===== src/rtl/mult_sched_pkg.sv =====
// Shared types and the round-robin grant rule for the two-requester multiply scheduler.
package mult_sched_pkg;

    typedef enum logic [1:0] {IDLE = 2'd0, RUN = 2'd1, DONE = 2'd2} sched_state_t;

    localparam int ID_W = 1;

    // When both requesters are valid, the one not served last wins.
    function automatic logic [ID_W-1:0] rr_grant(input logic v0, input logic v1,
                                                 input logic [ID_W-1:0] last_id);
        if (v0 && v1) return ~last_id;
        else if (v1)  return 1'b1;
        else          return 1'b0;
    endfunction

endpackage


===== src/rtl/mult_shift_dp.sv =====
// Shift-and-double multiply datapath: load seeds the registers, each step consumes one multiplier bit.
module mult_shift_dp #(
    parameter int WIDTH = 8
) (
    input  logic               clk,
    input  logic               rst_n,
    input  logic               load,
    input  logic               step,
    input  logic [WIDTH-1:0]   a,
    input  logic [WIDTH-1:0]   b,
    output logic [2*WIDTH-1:0] acc,
    output logic               last_step
);

    localparam int CNT_W = (WIDTH > 1) ? $clog2(WIDTH) : 1;
    localparam logic [CNT_W-1:0] LAST_CNT = CNT_W'(WIDTH - 1);

    logic [2*WIDTH-1:0] mcand;
    logic [WIDTH-1:0]   mplier;
    logic [CNT_W-1:0]   count;

    always_ff @(posedge clk or negedge rst_n) begin
        if (!rst_n) begin
            acc    <= '0;
            mcand  <= '0;
            mplier <= '0;
            count  <= '0;
        end else if (load) begin
            acc    <= '0;
            mcand  <= {{WIDTH{1'b0}}, a};
            mplier <= b;
            count  <= '0;
        end else if (step) begin
            if (mplier[0]) acc <= acc + mcand;
            mcand  <= mcand << 1;
            mplier <= mplier >> 1;
            count  <= count + 1'b1;
        end
    end

    assign last_step = (count == LAST_CNT);

endmodule


===== src/rtl/mult_rr_sched.sv =====
// Round-robin scheduler sharing one shift-and-double multiplier between two requesters.
module mult_rr_sched
    import mult_sched_pkg::*;
#(
    parameter int WIDTH = 8
) (
    input  logic               clk,
    input  logic               rst_n,
    input  logic               req0_valid,
    output logic               req0_ready,
    input  logic [WIDTH-1:0]   req0_a,
    input  logic [WIDTH-1:0]   req0_b,
    input  logic               req1_valid,
    output logic               req1_ready,
    input  logic [WIDTH-1:0]   req1_a,
    input  logic [WIDTH-1:0]   req1_b,
    output logic               rsp_valid,
    input  logic               rsp_ready,
    output logic [2*WIDTH-1:0] rsp_product,
    output logic               rsp_id,
    output logic               busy
);

    sched_state_t      state, state_next;
    logic [ID_W-1:0]   grant, id, last_id;
    logic              load, step, last_step;
    logic [2*WIDTH-1:0] acc;
    logic [WIDTH-1:0]  op_a, op_b;

    assign grant = rr_grant(req0_valid, req1_valid, last_id);

    always_comb begin
        state_next = state;
        load       = 1'b0;
        step       = 1'b0;
        req0_ready = 1'b0;
        req1_ready = 1'b0;
        rsp_valid  = 1'b0;
        unique case (state)
            IDLE: begin
                // Gated by rst_n so no ready leaks out while reset holds the FSM in IDLE.
                req0_ready = rst_n && req0_valid && (grant == 1'b0);
                req1_ready = rst_n && req1_valid && (grant == 1'b1);
                if (req0_ready || req1_ready) begin
                    load       = 1'b1;
                    state_next = RUN;
                end
            end
            RUN: begin
                step = 1'b1;
                if (last_step) state_next = DONE;
            end
            DONE: begin
                rsp_valid = 1'b1;
                if (rsp_ready) state_next = IDLE;
            end
            default: state_next = IDLE;
        endcase
    end

    always_ff @(posedge clk or negedge rst_n) begin
        if (!rst_n) begin
            state   <= IDLE;
            id      <= '0;
            last_id <= 1'b1;
        end else begin
            state <= state_next;
            if (load) id <= req1_ready ? 1'b1 : 1'b0;
            if (state == DONE && rsp_ready) last_id <= id;
        end
    end

    assign op_a = req1_ready ? req1_a : req0_a;
    assign op_b = req1_ready ? req1_b : req0_b;

    mult_shift_dp #(.WIDTH(WIDTH)) u_dp (
        .clk       (clk),
        .rst_n     (rst_n),
        .load      (load),
        .step      (step),
        .a         (op_a),
        .b         (op_b),
        .acc       (acc),
        .last_step (last_step)
    );

    assign rsp_product = (state == DONE) ? acc : '0;
    assign rsp_id      = (state == DONE) ? id : 1'b0;
    assign busy        = (state != IDLE);

endmodule


===== config.mk =====
export PLATFORM = sky130hd
export DESIGN_NAME = mult_rr_sched
export DESIGN_NICKNAME = d
export VERILOG_FILES = /design/src/rtl/mult_sched_pkg.sv /design/src/rtl/mult_shift_dp.sv /design/src/rtl/mult_rr_sched.sv
export SDC_FILE = /design/constraint.sdc
export NUM_CORES = 1
export LEC_CHECK = 0
export ABC_AREA = 0
export BUFFER_PORTS_ARGS = -buffer_cell sky130_fd_sc_hd__buf_2
export CORE_UTILIZATION = 45
export CTS_BUF_LIST = sky130_fd_sc_hd__clkbuf_4
export CTS_CLUSTER_DIAMETER = 120
export DETAILED_ROUTE_END_ITERATION = 10
export PLACE_DENSITY_LB_ADDON = 0.08
export SYNTH_ARGS = -nofsm -noshare
export SYNTH_HDL_FRONTEND = slang
export SYNTH_HIERARCHICAL = 1
export SYNTH_SLANG_ARGS = --single-unit

===== constraint.sdc =====
create_clock -name clk -period 2.3 [get_ports clk]
set_input_delay 0.23 -clock clk [delete_from_list [all_inputs] [get_ports clk]]
set_output_delay 0.23 -clock clk [all_outputs]
set_load 0.05 [all_outputs]

Word-level counts from Yosys, hierarchy flattened. Index checks and enable logic that the tools add are counted.

Register bits after elaboration: 47. Bits of input ports: 37. Output and inout bits: 21. Logic and storage cells: 56.

Add/sub/neg operators: 2. Equality and inequality tests: 6. Multiplexer cells: 26. Bitwise logic cells: 2. Reductions and logical operators: 13.

Operators with widths (number): $mux 16 (6); $mux 8 (4); $add 16x16->16 (1); $mux 1 (10); $logic_and 1x1->1 (6); $mux 2 (3); $mux 3 (2); $ne 2x2->1 const B (3); $pmux 2 s3 (1); $reduce_bool 2->1 (3); $add 3x1->3 const B (1); $eq 3x3->1 const B (1); $reduce_and 3->1 (1); $eq 2x1->1 const B (1); $eq 2x2->1 const B (1); $logic_not 2->1 (1); $not 1->1 (2); $reduce_and 2->1 (1); $logic_or 1x1->1 (1).

Logic depth before layout (Yosys ltp). Gate-level depths: netlist of the first run.

Word-level depth: 9. Depth in mapped cells: 10. Gate-level depth less buffers: 10.

Hierarchy. Netlist of the first run, hierarchy kept.

Modules (own cells, without submodules): mult_shift_dp (instances 1, cells an instance 258, area an instance 2491.1 sq um, sequential area each 1076.0 sq um); mult_rr_sched (instances 1, cells an instance 58, area an instance 561.8 sq um, sequential area each 101.3 sq um).

Worst setup path after synthesis of the first run. OpenSTA, ideal clock, no wires.

Path type: reg2reg. Start: register u_dp.mcand[0]. End: register u_dp.acc[12]. Library setup time: 0.122 ns. Arrival: 1.949 ns. Data required time: 2.178 ns. Path slack: 0.230 ns. Cell stages (with the launch flop): 11. Buffers on the path: 0. Period minus slack after synthesis: 2.070 ns. Cells stage by stage: dfrtp_1 > ha_1 > inv_1 > fa_1 > nor2b_1 > o211ai_1 > a21boi_1 > o21ai_2 > a21oi_1 > o21ai_0 > a32o_1.

Cells in the longest elaborated chain, start to end: 4.

RTL lines: start, declared (RTL line mult_shift_dp.sv:18) `logic [2*WIDTH-1:0] mcand;`; start signal, assigned (RTL line mult_shift_dp.sv:30) `mcand <= {{WIDTH{1'b0}}, a};`; start signal, assigned (RTL line mult_shift_dp.sv:35) `mcand <= mcand << 1;`; $add 16x16->16 (RTL line mult_shift_dp.sv:34) `if (mplier[0]) acc <= acc + mcand;`; $mux 16 (RTL line mult_shift_dp.sv:34); $mux 16 (RTL line mult_shift_dp.sv:33) `end else if (step) begin`; $mux 16 (RTL line mult_shift_dp.sv:28) `end else if (load) begin`; end signal, assigned (RTL line mult_shift_dp.sv:34); end, declared (RTL line mult_shift_dp.sv:11) `output logic [2*WIDTH-1:0] acc,`.

No other way between the ends. The select of a mux whose other input is x is not followed. A chain may end at the register's enable or synchronous reset.

Worst setup path after layout of the first run.
Start: register u_dp.mcand[8]. End: register u_dp.acc[15].

Same word-level chain as after synthesis.

==> metrics, run 1 <==
CTS root buffer=clkbuf_4; crit path time final=2.16 ns; First DRT Iteration DRCs=between 60 and 70; Global Route met1 Usage=26.3%; syn avg cell area=slightly below 10 sq um; # H-tree levels=2; Yosys warning total=6; Clock Sinks=47; WL final=between 6000 and 7000 um; vias in the first global route=~2200; switch share=roughly two fifths; Max Slew Vio Count=0; via count=~2400; CP required=2.57 ns; Max Freq=roughly 460 MHz; largest net degree at the start of global routing=48; nets=around 440; CTS tree=done; relative slew slack=59.8%; Post-Syn Area=0.00305 sq mm; gr busiest metal=met2; Vert. Die Dim=between 80 and 90 um; cell taking the most area after synthesis=dfrtp_1; Worst-path clk slew=0.15 ns; post-DP HPWL=roughly 4600 um; TritonCTS Buffers=5; Max VDD drop=around 0.00053 V; share of layout cells above drive strength 1=31.8%; placed instance area=approximately 0.0034 sq mm; Final Hold Fails=0; Worst Path Arrival=2.44 ns; CP Max Fanout=6; Final Cell Area=0.00363 sq mm; post-synthesis cell type count=45; most frequent cell after synthesis=dfrtp_1; average vias per placed instance=5.23; sequential-to-total area share from yosys stat=38.6%; synthesized flop and latch total=between 40 and 50; Max-Cap Viols=0; Pwr Density=between 1000 and 1500 mW/mm^2; Comb pwr share=between 50% and 60%; Startpoint Class=flop; drt drc=4; Post-Syn Instances=316; met3 Use GR=3.34%; IO Port Bufs=57; Initial Utilization=a little under half; Util after Layout=56.3%; # rows=29; Post-synth top cells=46 x dfrtp_1, 36 x nand2_1, 32 x o21ai_0, 25 x mux2i_1, 21 x and2_1; fraction of registers with async set/reset=100%; RSZ-0062 raised after global routing=yes; core box area=approximately 0.0065 sq mm; Crit. End Element=flop; Area growth, synth to finish=19.1%; grt ovf=0; top cells by area, synth=dfrtp_1 38%, mux2i_1 8.2%, ha_1 7.0%; Post-synth top flop=dfrtp_1; final setup vio count=0; I/O Pins=just under 60; total die area=between 0.007 and 0.008 sq mm; syn_nets=about 370; clk_lat worst skew=0.37 ns; WL/cell=13.5 um; CTS Buffer Depth=2; violated checks=DRC; P_leak=about 1.9 nW; setup TNS=0 ns; antenna viol nets, final=0; WS Path Type=reg -> reg; skew final=between 0.009 and 0.01 ns; M2 GR Usage=between 30% and 40%; GPL Wtd Cong=0.888; worst r2r src=u_dp/mcand[8]; Least-Margin Pin Slew=around 0.60 ns; antenna violations before repair=0; Seq pwr share=33.9%; first-pass GRT wire length=10700 um; Hold Buf Count CTS=0; Power Internal=~2.5 mW; pre-CTS setup slack=~0.048 ns; Clk pwr share=approximately 15%; switching power=roughly 1.7 mW; diode count=0; Yosys top cell area share=between 30% and 40%; worst hold path class=in -> async; crit path launch=u_dp/mcand[8]; first-pass detailed-route iteration total=9; number of synthesized flops with an enable pin=0; Final WS setup=about 0.14 ns; status=complete, but fails checks; period utilization=between 90% and 100%; Tot GR Track Use=about a fifth; die width=roughly 84 um
## placed cells by master (no fill, tap or decap), types with 2 or more instances in the layout
cell type	count
nand2b_1	5
o211ai_1	2
or3_1	2
o21ai_0	31
nor2_1	19
xor2_1	8
ha_2	2
clkbuf_4	6
a21o_1	4
dfrtp_1	46
o21ai_2	2
mux2i_1	25
bufinv_16	2
xnor2_1	6
buf_4	14
and3_1	2
nand2_1	36
a22o_1	2
ha_1	14
mux2_4	9
and2_1	21
nor2b_1	2
inv_1	9
a21oi_1	8
nand4_1	3
nand3_1	2
or2_2	2
o21ai_1	6
mux2_2	8
buf_2	57
a21boi_2	2
a21oi_2	3
## state kept, by name, indices dropped and copies added (netlist names)
signal and cells:
id 1, last_id 1, state 2, u_dp/acc 16, u_dp/count 3, u_dp/mcand 16
u_dp/mplier 8
## layer usage
layer | wire length, um | up-vias
li1 | - | 1227
met1 | 3090 | 1103
met2 | 2780 | 58
met3 | 246 | 8
met4 | 80 | 0
met5 | 0 | -
## area by class of cell
class	count	area, sq um
inverter	10	37.5
clock buffer	6	45.0
timing repair buffer	71	390
clock inverter	2	60.1
fill	598	2820
sequential	47	1180
tap	77	96.3
multi-input combinational	245	1830
## cells by family after synthesis
group,synth area share (%)
AO/OA/AOI/OAI,13.2
XOR/XNOR,4.02
adder cells (fa/ha/maj),7.62
buffers and inverters,3.36
flip-flops,38.6
multiplexers,15.6
AND/OR/NAND/NOR,17.7
## what timing repair did
item                                   4_1_cts  5_1_grt
gates resized for setup                      0       15
buffers inserted                             0        5
setup endpoints to repair                    0        7
endpoints found under the hold margin        0        0
## worst paths after layout
path                            endpoint  slack, ns  cells past startpoint
setup / recovery            u_dp/acc[15]       0.14                      8
hold / removal               u_dp/acc[3]      0.005                      2
setup reg to reg            u_dp/acc[15]       0.14                      8
hold reg to reg                       id       0.51                      1
max in group asynchronous  u_dp/mcand[7]       1.88                      2
min in group clk                state[1]       0.16                      3
## metrics by stage
stage / cells / total power [mW] / hold slack (ns)
finish: 458 / 4.17 / 0.00518
global route: 458 / 4.53 / 0.0579
CTS: 453 / 4.11 / 0.0495
detailed placement: 445 / 3.47 / 0.469
global placement: 445 / 3.44 / 0.454
floorplan: 316 / 2.99 / -0.0656
## critical path, cell delays in order (launching register included)
cell and delay [ns]:
dfrtp_1 0.44, ha_1 0.39, and3_1 0.24, nand4_1 0.11, a21o_1 0.21, and4_4 0.19, nor4_4 0.28, xnor2_1 0.16
nor2_1 0.05
## power groups by stage
stage	clock network, mW	registers [mW]	logic (mW)
2_1_floorplan	0	1.34	1.65
3_3_place_gp	0	1.42	2.02
3_5_place_dp	0	1.43	2.04
4_1_cts	0.648	1.41	2.05
5_1_grt	0.681	1.46	2.39
6_report	0.631	1.41	2.12
No activity file was read; power rests on OpenSTA's default activity.
==> inputs of run 2 (changes only) <==
--- a/config.mk
+++ b/config.mk
@@ -7,12 +7,11 @@
 export LEC_CHECK = 0
 export ABC_AREA = 0
 export BUFFER_PORTS_ARGS = -buffer_cell sky130_fd_sc_hd__buf_2
-export CORE_UTILIZATION = 45
+export CORE_UTILIZATION = 37
 export CTS_BUF_LIST = sky130_fd_sc_hd__clkbuf_4
 export CTS_CLUSTER_DIAMETER = 120
 export DETAILED_ROUTE_END_ITERATION = 10
 export PLACE_DENSITY_LB_ADDON = 0.08
 export SYNTH_ARGS = -nofsm -noshare
 export SYNTH_HDL_FRONTEND = slang
-export SYNTH_HIERARCHICAL = 1
 export SYNTH_SLANG_ARGS = --single-unit
==> constraint.sdc (replaced) <==
create_clock -name clk -period 2.6 [get_ports clk]
set_input_delay 0.26 -clock clk [delete_from_list [all_inputs] [get_ports clk]]
set_output_delay 0.26 -clock clk [all_outputs]
set_load 0.05 [all_outputs]
==> metrics, run 2 <==
Initial Utilization=38.6% (-8.6 points); Worst Path Arrival=2.59 ns (+0.15 ns); core box area=0.00777 sq mm (+20%); WL final=6680 um (+7.7%); Yosys top cell area share=38.4% (+0.66 points); CP Max Fanout=3 (-3); Clk pwr share=11.4% (-3.8 points); placed instance area=0.00336 sq mm (-2.2%); gr busiest metal=met2; P_leak=1.77 nW (-5.7%); most frequent cells in the layout=57 x buf_2, 46 x dfrtp_1, 34 x nand2_1; Post-synth top cells=46 x dfrtp_1, 34 x nand2_1, 31 x a21oi_1, 28 x o21ai_0, 22 x nor2_1; nets=436 (+0.23%); Max-Cap Viols=0 (unchanged); fill count=785 (+31%); worst hold path class=in -> async; Post-CTS Setup Bufs=0 (unchanged); cell taking the most area after synthesis=dfrtp_1; Max Freq=430 MHz (-7.1%); fraction of registers with async set/reset=100% (unchanged); TritonCTS Buffers=5 (unchanged); Post-Syn Area=0.00300 sq mm (-1.7%); vias in the first global route=2341 (+4.5%); diode count=0 (unchanged); average vias per placed instance=5.14 (-1.8%); Worst-path clk slew=0.14 ns (about the same); Area growth, synth to finish=14.0%; clk_lat worst skew=0.36 ns (about the same); setup TNS=0 ns (unchanged); Post-Syn Instances=329 (+4.1%); top cells by area, synth=dfrtp_1 38%, ha_1 7.1%, mux2i_1 5.3%; total die area=0.00847 sq mm (+19%); antenna viol nets, final=0 (unchanged); GPL Wtd Cong=0.804 (-9.4%); Least-Margin Pin Slew=0.732 ns (+0.129 ns); relative slew slack=51.2% (-8.6 points); Pwr Density=956 mW/mm^2 (-17%); Comb pwr share=51.2% (+0.3 points); Post-synth top flop=dfrtp_1; worst r2r src=u_dp.acc[0]; crit path time final=2.33 ns (+0.166 ns); antenna violations before repair=0 (unchanged); CP required=2.86 ns (+0.29 ns); die width=92.1 um (+9.1%); RSZ-0062 raised after global routing=no; placed cell count=476 (+7.0%); Hold Buf Count CTS=0 (unchanged); sequential-to-total area share from yosys stat=39.2% (+0.68 points); post-DP HPWL=5050 um (+10%); switching power=1.45 mW (-15%); First DRT Iteration DRCs=98 (+61%); Crit. End Element=flop; largest net degree at the start of global routing=49 (+2.1%); final setup vio count=0 (unchanged); period utilization=89.5% (-4.5 points); I/O Pins=58 (unchanged); CTS Buffer Depth=2 (unchanged); grt ovf=0 (unchanged); # rows=32 (+10%); WS Path Type=reg -> reg; M2 GR Usage=28.4% (-1.6 points); syn avg cell area=9.12 sq um (-5.6%); Yosys warning total=0 (-6); Max VDD drop=0.000302 V (-43%); skew final=0.00698 ns (-0.00268 ns); minimum hold slack=0.0960 ns (+0.0909 ns); registers with the most flip-flops=u_dp.acc: 16 flops, u_dp.mcand: 16 flops, u_dp.mplier: 8 flops; status=completed; first-pass GRT wire length=11500 um (+7.6%); crit path launch=u_dp.acc[0]; Power, Total=3.27 mW (-22%); Final Hold Fails=0 (unchanged); final cell count without fillers=484 (+5.7%); syn_nets=384 (+3.5%); drt drc=0 (-4); Global Route met1 Usage=23.7% (-2.5 points); number of synthesized flops with an enable pin=0 (unchanged); Vert. Die Dim=92.1 um (+9.1%); WL/cell=13.8 um (+2.0%); Tot GR Track Use=17.4% (-1.5 points); Startpoint Class=flop; CTS tree=done; Power Internal=1.82 mW (-26%); Final Cell Area=0.00342 sq mm (-5.9%); Max Slew Vio Count=0 (unchanged); first-pass detailed-route iteration total=4 (-5); IO Port Bufs=57 (unchanged); CTS root buffer=clkbuf_4; most frequent cell after synthesis=dfrtp_1; Clock Sinks=47 (unchanged); via count=2487 (+3.8%); commonest non-fill, non-tap cell in the layout=buf_2; post_cts resized=0 (unchanged); share of layout cells above drive strength 1=22.5% (-9.2 points); synthesized flop and latch total=47 (unchanged); Seq pwr share=37.4% (+3.5 points); # H-tree levels=2 (unchanged); met3 Use GR=2.90% (-0.44 points); post-synthesis cell type count=47 (+4.4%); switch share=44.3% (+3.5 points)
==> run 2: cell count changes after synthesis, sizes merged, moves of 7 or more <==
cell | previous run | this run
a21oi | 11 | 33
mux2 | 17 | 1
nand3 | 4 | 19
a22o | 2 | 11
mux2i | 25 | 16
buf | 5 | 12
==> run 2: critical path, cell delays in order (launching register included) <==
cell and delay, ns:
dfrtp_1 0.42, ha_1 0.25, fa_1 0.41, a21oi_1 0.25, o21ai_2 0.10, a211o_1 0.31, a221oi_2 0.26, xor2_1 0.17
o21ai_1 0.07
==> run 2: final timing paths <==
| check | cells after the start | endpoint | slack (ns) |
|---|---|---|---|
| min in group clk | 2 | state[1] | 0.10 |
| max in group asynchronous | 2 | u_dp.acc[15] | 2.10 |
| worst min register to register | 2 | u_dp.mplier[6] | 0.50 |
| worst min-delay path | 2 | u_dp.mplier[4] | 0.1 |
| worst max register to register | 8 | u_dp.acc[12] | 0.27 |
| worst max-delay path | 8 | u_dp.acc[12] | 0.27 |
==> run 2: power by group through the flow <==
stage / Clock, mW / Combinational, mW / Sequential (mW)
floorplan: 0 / 1.39 / 1.17
global placement: 0 / 1.69 / 1.24
detailed placement: 0 / 1.69 / 1.24
CTS: 0.396 / 1.70 / 1.23
global route: 0.422 / 1.90 / 1.27
finish: 0.372 / 1.67 / 1.22
==> run 2: cell families after synthesis <==
group	synth area share (%)
xor+xnor	3.79
mux	5.71
fa+ha+maj	7.76
simple gates	17.8
compound gates	20.8
buf+inv	4.88
flops	39.2
==> run 2: cell type report <==
| class | instances | area, sq um | share of cell area [%] |
|---|---|---|---|
| repair buffers | 65 | 358 | 10.5 |
| multi-input cells | 257 | 1680 | 49.1 |
| inverters | 5 | 18.8 | 0.549 |
| flip-flops and latches | 47 | 1180 | 34.4 |
| well taps | 102 | 128 | 3.73 |
| clock buffers | 8 | 60.1 | 1.76 |
==> run 2: per-layer routing <==
metal,wire length [um],part of all wire (%),vias up
met3,226,3.4,4
met2,3150,47,59
met1,3250,49,1154
li1,-,-,1270
met5,0,0,-
met4,52,0.78,0
==> run 2: metrics by stage <==
stage / utilization (%) / setup slack (ns)
global route: 44.0 / 0.173
global placement: 43.3 / 0.340
finish: 44.0 / 0.273
detailed placement: 43.3 / 0.284
CTS: 44.0 / 0.268
floorplan: - / 0.419
==> inputs of run 3 (changes only) <==
==> constraint.sdc (replaced) <==
create_clock -name clk -period 3 [get_ports clk]
set_input_delay 0.3 -clock clk [delete_from_list [all_inputs] [get_ports clk]]
set_output_delay 0.3 -clock clk [all_outputs]
set_load 0.05 [all_outputs]
==> metrics, run 3 (synthesized netlist as in run 2, its figures left out) <==
antenna viol nets, final=0 (unchanged); Comb pwr share=50.3% (-0.9 points); placed cell count=474 (-0.42%); largest net degree at the start of global routing=49 (unchanged); final cell count without fillers=482 (-0.41%); Power Internal=1.63 mW (-10%); Worst Path Arrival=2.60 ns (about the same); Buffers & Inverters on Critical Path=0 (unchanged); First DRT Iteration DRCs=94 (-4.1%); vias in the first global route=2431 (+3.8%); Power, Total=2.89 mW (-12%); Worst-path clk slew=0.15 ns (about the same); worst r2r src=u_dp.acc[0]; Stages on worst setup path=8 (unchanged); first-pass GRT wire length=11800 um (+2.9%); total die area=0.00847 sq mm (unchanged); share of layout cells above drive strength 1=21.8% (-0.67 points); critical path, cell by cell=ha_1 -> fa_1 -> a21oi_1 -> o21ai_2 -> a211o_1 -> a221oi_2 -> xor2_1 -> o21ai_1; GPL Wtd Cong=0.780 (-3.0%); first-pass detailed-route iteration total=4 (unchanged); switch share=43.6% (-0.69 points); post_cts resized=0 (unchanged); Seq pwr share=36.7% (-0.7 points); IO Port Bufs=57 (unchanged); clk_lat worst skew=0.36 ns (about the same); crit path time final=2.35 ns (+0.0248 ns); slowest CP cell=dfrtp_1; Startpoint Class=flop; WS Path Type=reg -> reg; switching power=1.26 mW (-13%); drt drc=0 (unchanged); Final Hold Fails=0 (unchanged); Max-Cap Viols=0 (unchanged); Hold Buf Count CTS=0 (unchanged); Max Freq=425 MHz (-1.1%); Least-Margin Pin Slew=0.635 ns (-0.0963 ns); WL/cell=14.2 um (+2.9%); # H-tree levels=2 (unchanged); grt ovf=0 (unchanged); status=completed; fill count=825 (+5.1%); Max Slew Vio Count=0 (unchanged); via count=2429 (-2.3%); CTS tree=done; die width=92.1 um (unchanged); CP peak stage delay=0.43 ns (about the same); registers with the most flip-flops=u_dp.acc: 16 flops, u_dp.mcand: 16 flops, u_dp.mplier: 8 flops; TritonCTS Buffers=5 (unchanged); WL final=6850 um (+2.5%); setup TNS=0 ns (unchanged); nets=434 (-0.46%); Vert. Die Dim=92.1 um (unchanged); delay-heaviest family, CP=compound AO/OA/AOI/OAI gates; Clock Sinks=47 (unchanged); I/O Pins=58 (unchanged); diode count=0 (unchanged); Max VDD drop=0.000262 V (-13%); Clk pwr share=13.0% (+1.6 points); CP Max Fanout=3 (unchanged); Initial Utilization=38.6% (unchanged); r2r setup slk=0.65 ns (+0.38 ns); Pwr Density=842 mW/mm^2 (-12%); CTS Buffer Depth=2 (unchanged); Tot GR Track Use=17.6% (+0.28 points); P_leak=1.77 nW (about the same); antenna violations before repair=0 (unchanged); minimum hold slack=0.117 ns (+0.0205 ns); worst hold path class=in -> async; Area growth, synth to finish=14.5%; Crit. End Element=flop; average vias per placed instance=5.04 (-1.9%); # rows=32 (unchanged); RSZ-0062 raised after global routing=no; R2R cell count=8 (unchanged); period utilization=78.4% (-11 points); Post-CTS Setup Bufs=0 (unchanged); CP required=3.25 ns (+0.39 ns); post-DP HPWL=5060 um (+0.22%); relative slew slack=57.6% (+6.4 points); most frequent cells in the layout=57 x buf_2, 46 x dfrtp_1, 34 x nand2_1; CTS root buffer=clkbuf_4; skew final=0.0190 ns (+0.0121 ns); commonest non-fill, non-tap cell in the layout=buf_2; RR Endpoint=u_dp.acc[12]; core box area=0.00777 sq mm (unchanged); final setup vio count=0 (unchanged)
==> run 3: cell types whose count changed in the layout (fill, tap and decap cells not counted) <==
cell       previous run  this run
clkinv_2              0         1
bufinv_16             0         1
clkbuf_4              8         5
clkinv_1              0         1
buf_12                1         2
buf_4                 7         4
==> run 3: how the worst max path moves through the flow <==
stage	startpoint	end	slack [ns]
after floorplan	u_dp.acc[0]	u_dp.acc[12]	0.82
after global placement	u_dp.acc[0]	u_dp.acc[12]	0.70
after detailed placement	u_dp.acc[0]	u_dp.acc[12]	0.68
after CTS	u_dp.acc[0]	u_dp.acc[12]	0.66
after global routing	u_dp.acc[0]	u_dp.acc[12]	0.49
final	u_dp.acc[0]	u_dp.acc[12]	0.65
==> run 3: worst register-to-register path, stage by stage, from the launching register on <==
cell      delay, ns
dfrtp_1        0.43
ha_1           0.25
fa_1           0.43
a21oi_1        0.23
o21ai_2        0.10
a211o_1        0.31
a221oi_2       0.26
xor2_1         0.17
o21ai_1        0.07
==> run 3: routing by layer <==
metal  GRT usage (%)  share of wire [%]  vias up
met5               0                  0        -
met2            29.7                 47       51
li1                -                  -     1265
met1            23.6                 49     1109
met3            2.90                3.2        4
met4            4.30               0.83        0
==> run 3: layout make-up <==
class	count	area [sq um]	area share (%)
Clock inverter	3	38.8	1.13
Tap cell	102	128	3.72
Multi-Input combinational cell	257	1680	48.9
Inverter	5	18.8	0.546
Timing Repair Buffer	63	355	10.3
Clock buffer	5	37.5	1.09
Sequential cell	47	1180	34.3
==> run 3: power groups by stage <==
stage	clock network [mW]	registers, mW	logic [mW]
after detailed placement	0	1.08	1.46
final	0.376	1.06	1.45
after floorplan	0	1.02	1.21
after CTS	0.391	1.07	1.47
after global placement	0	1.08	1.46
after global routing	0.411	1.11	1.66
==> run 3: per-stage QoR <==
step | utilization [%] | instance area (sq um) | setup WS [ns]
after floorplan | - | 3000 | 0.819
after global placement | 43.2 | 3360 | 0.696
after detailed placement | 43.2 | 3360 | 0.682
after CTS | 44.2 | 3430 | 0.659
after global routing | 44.2 | 3430 | 0.493
final | 44.2 | 3430 | 0.648
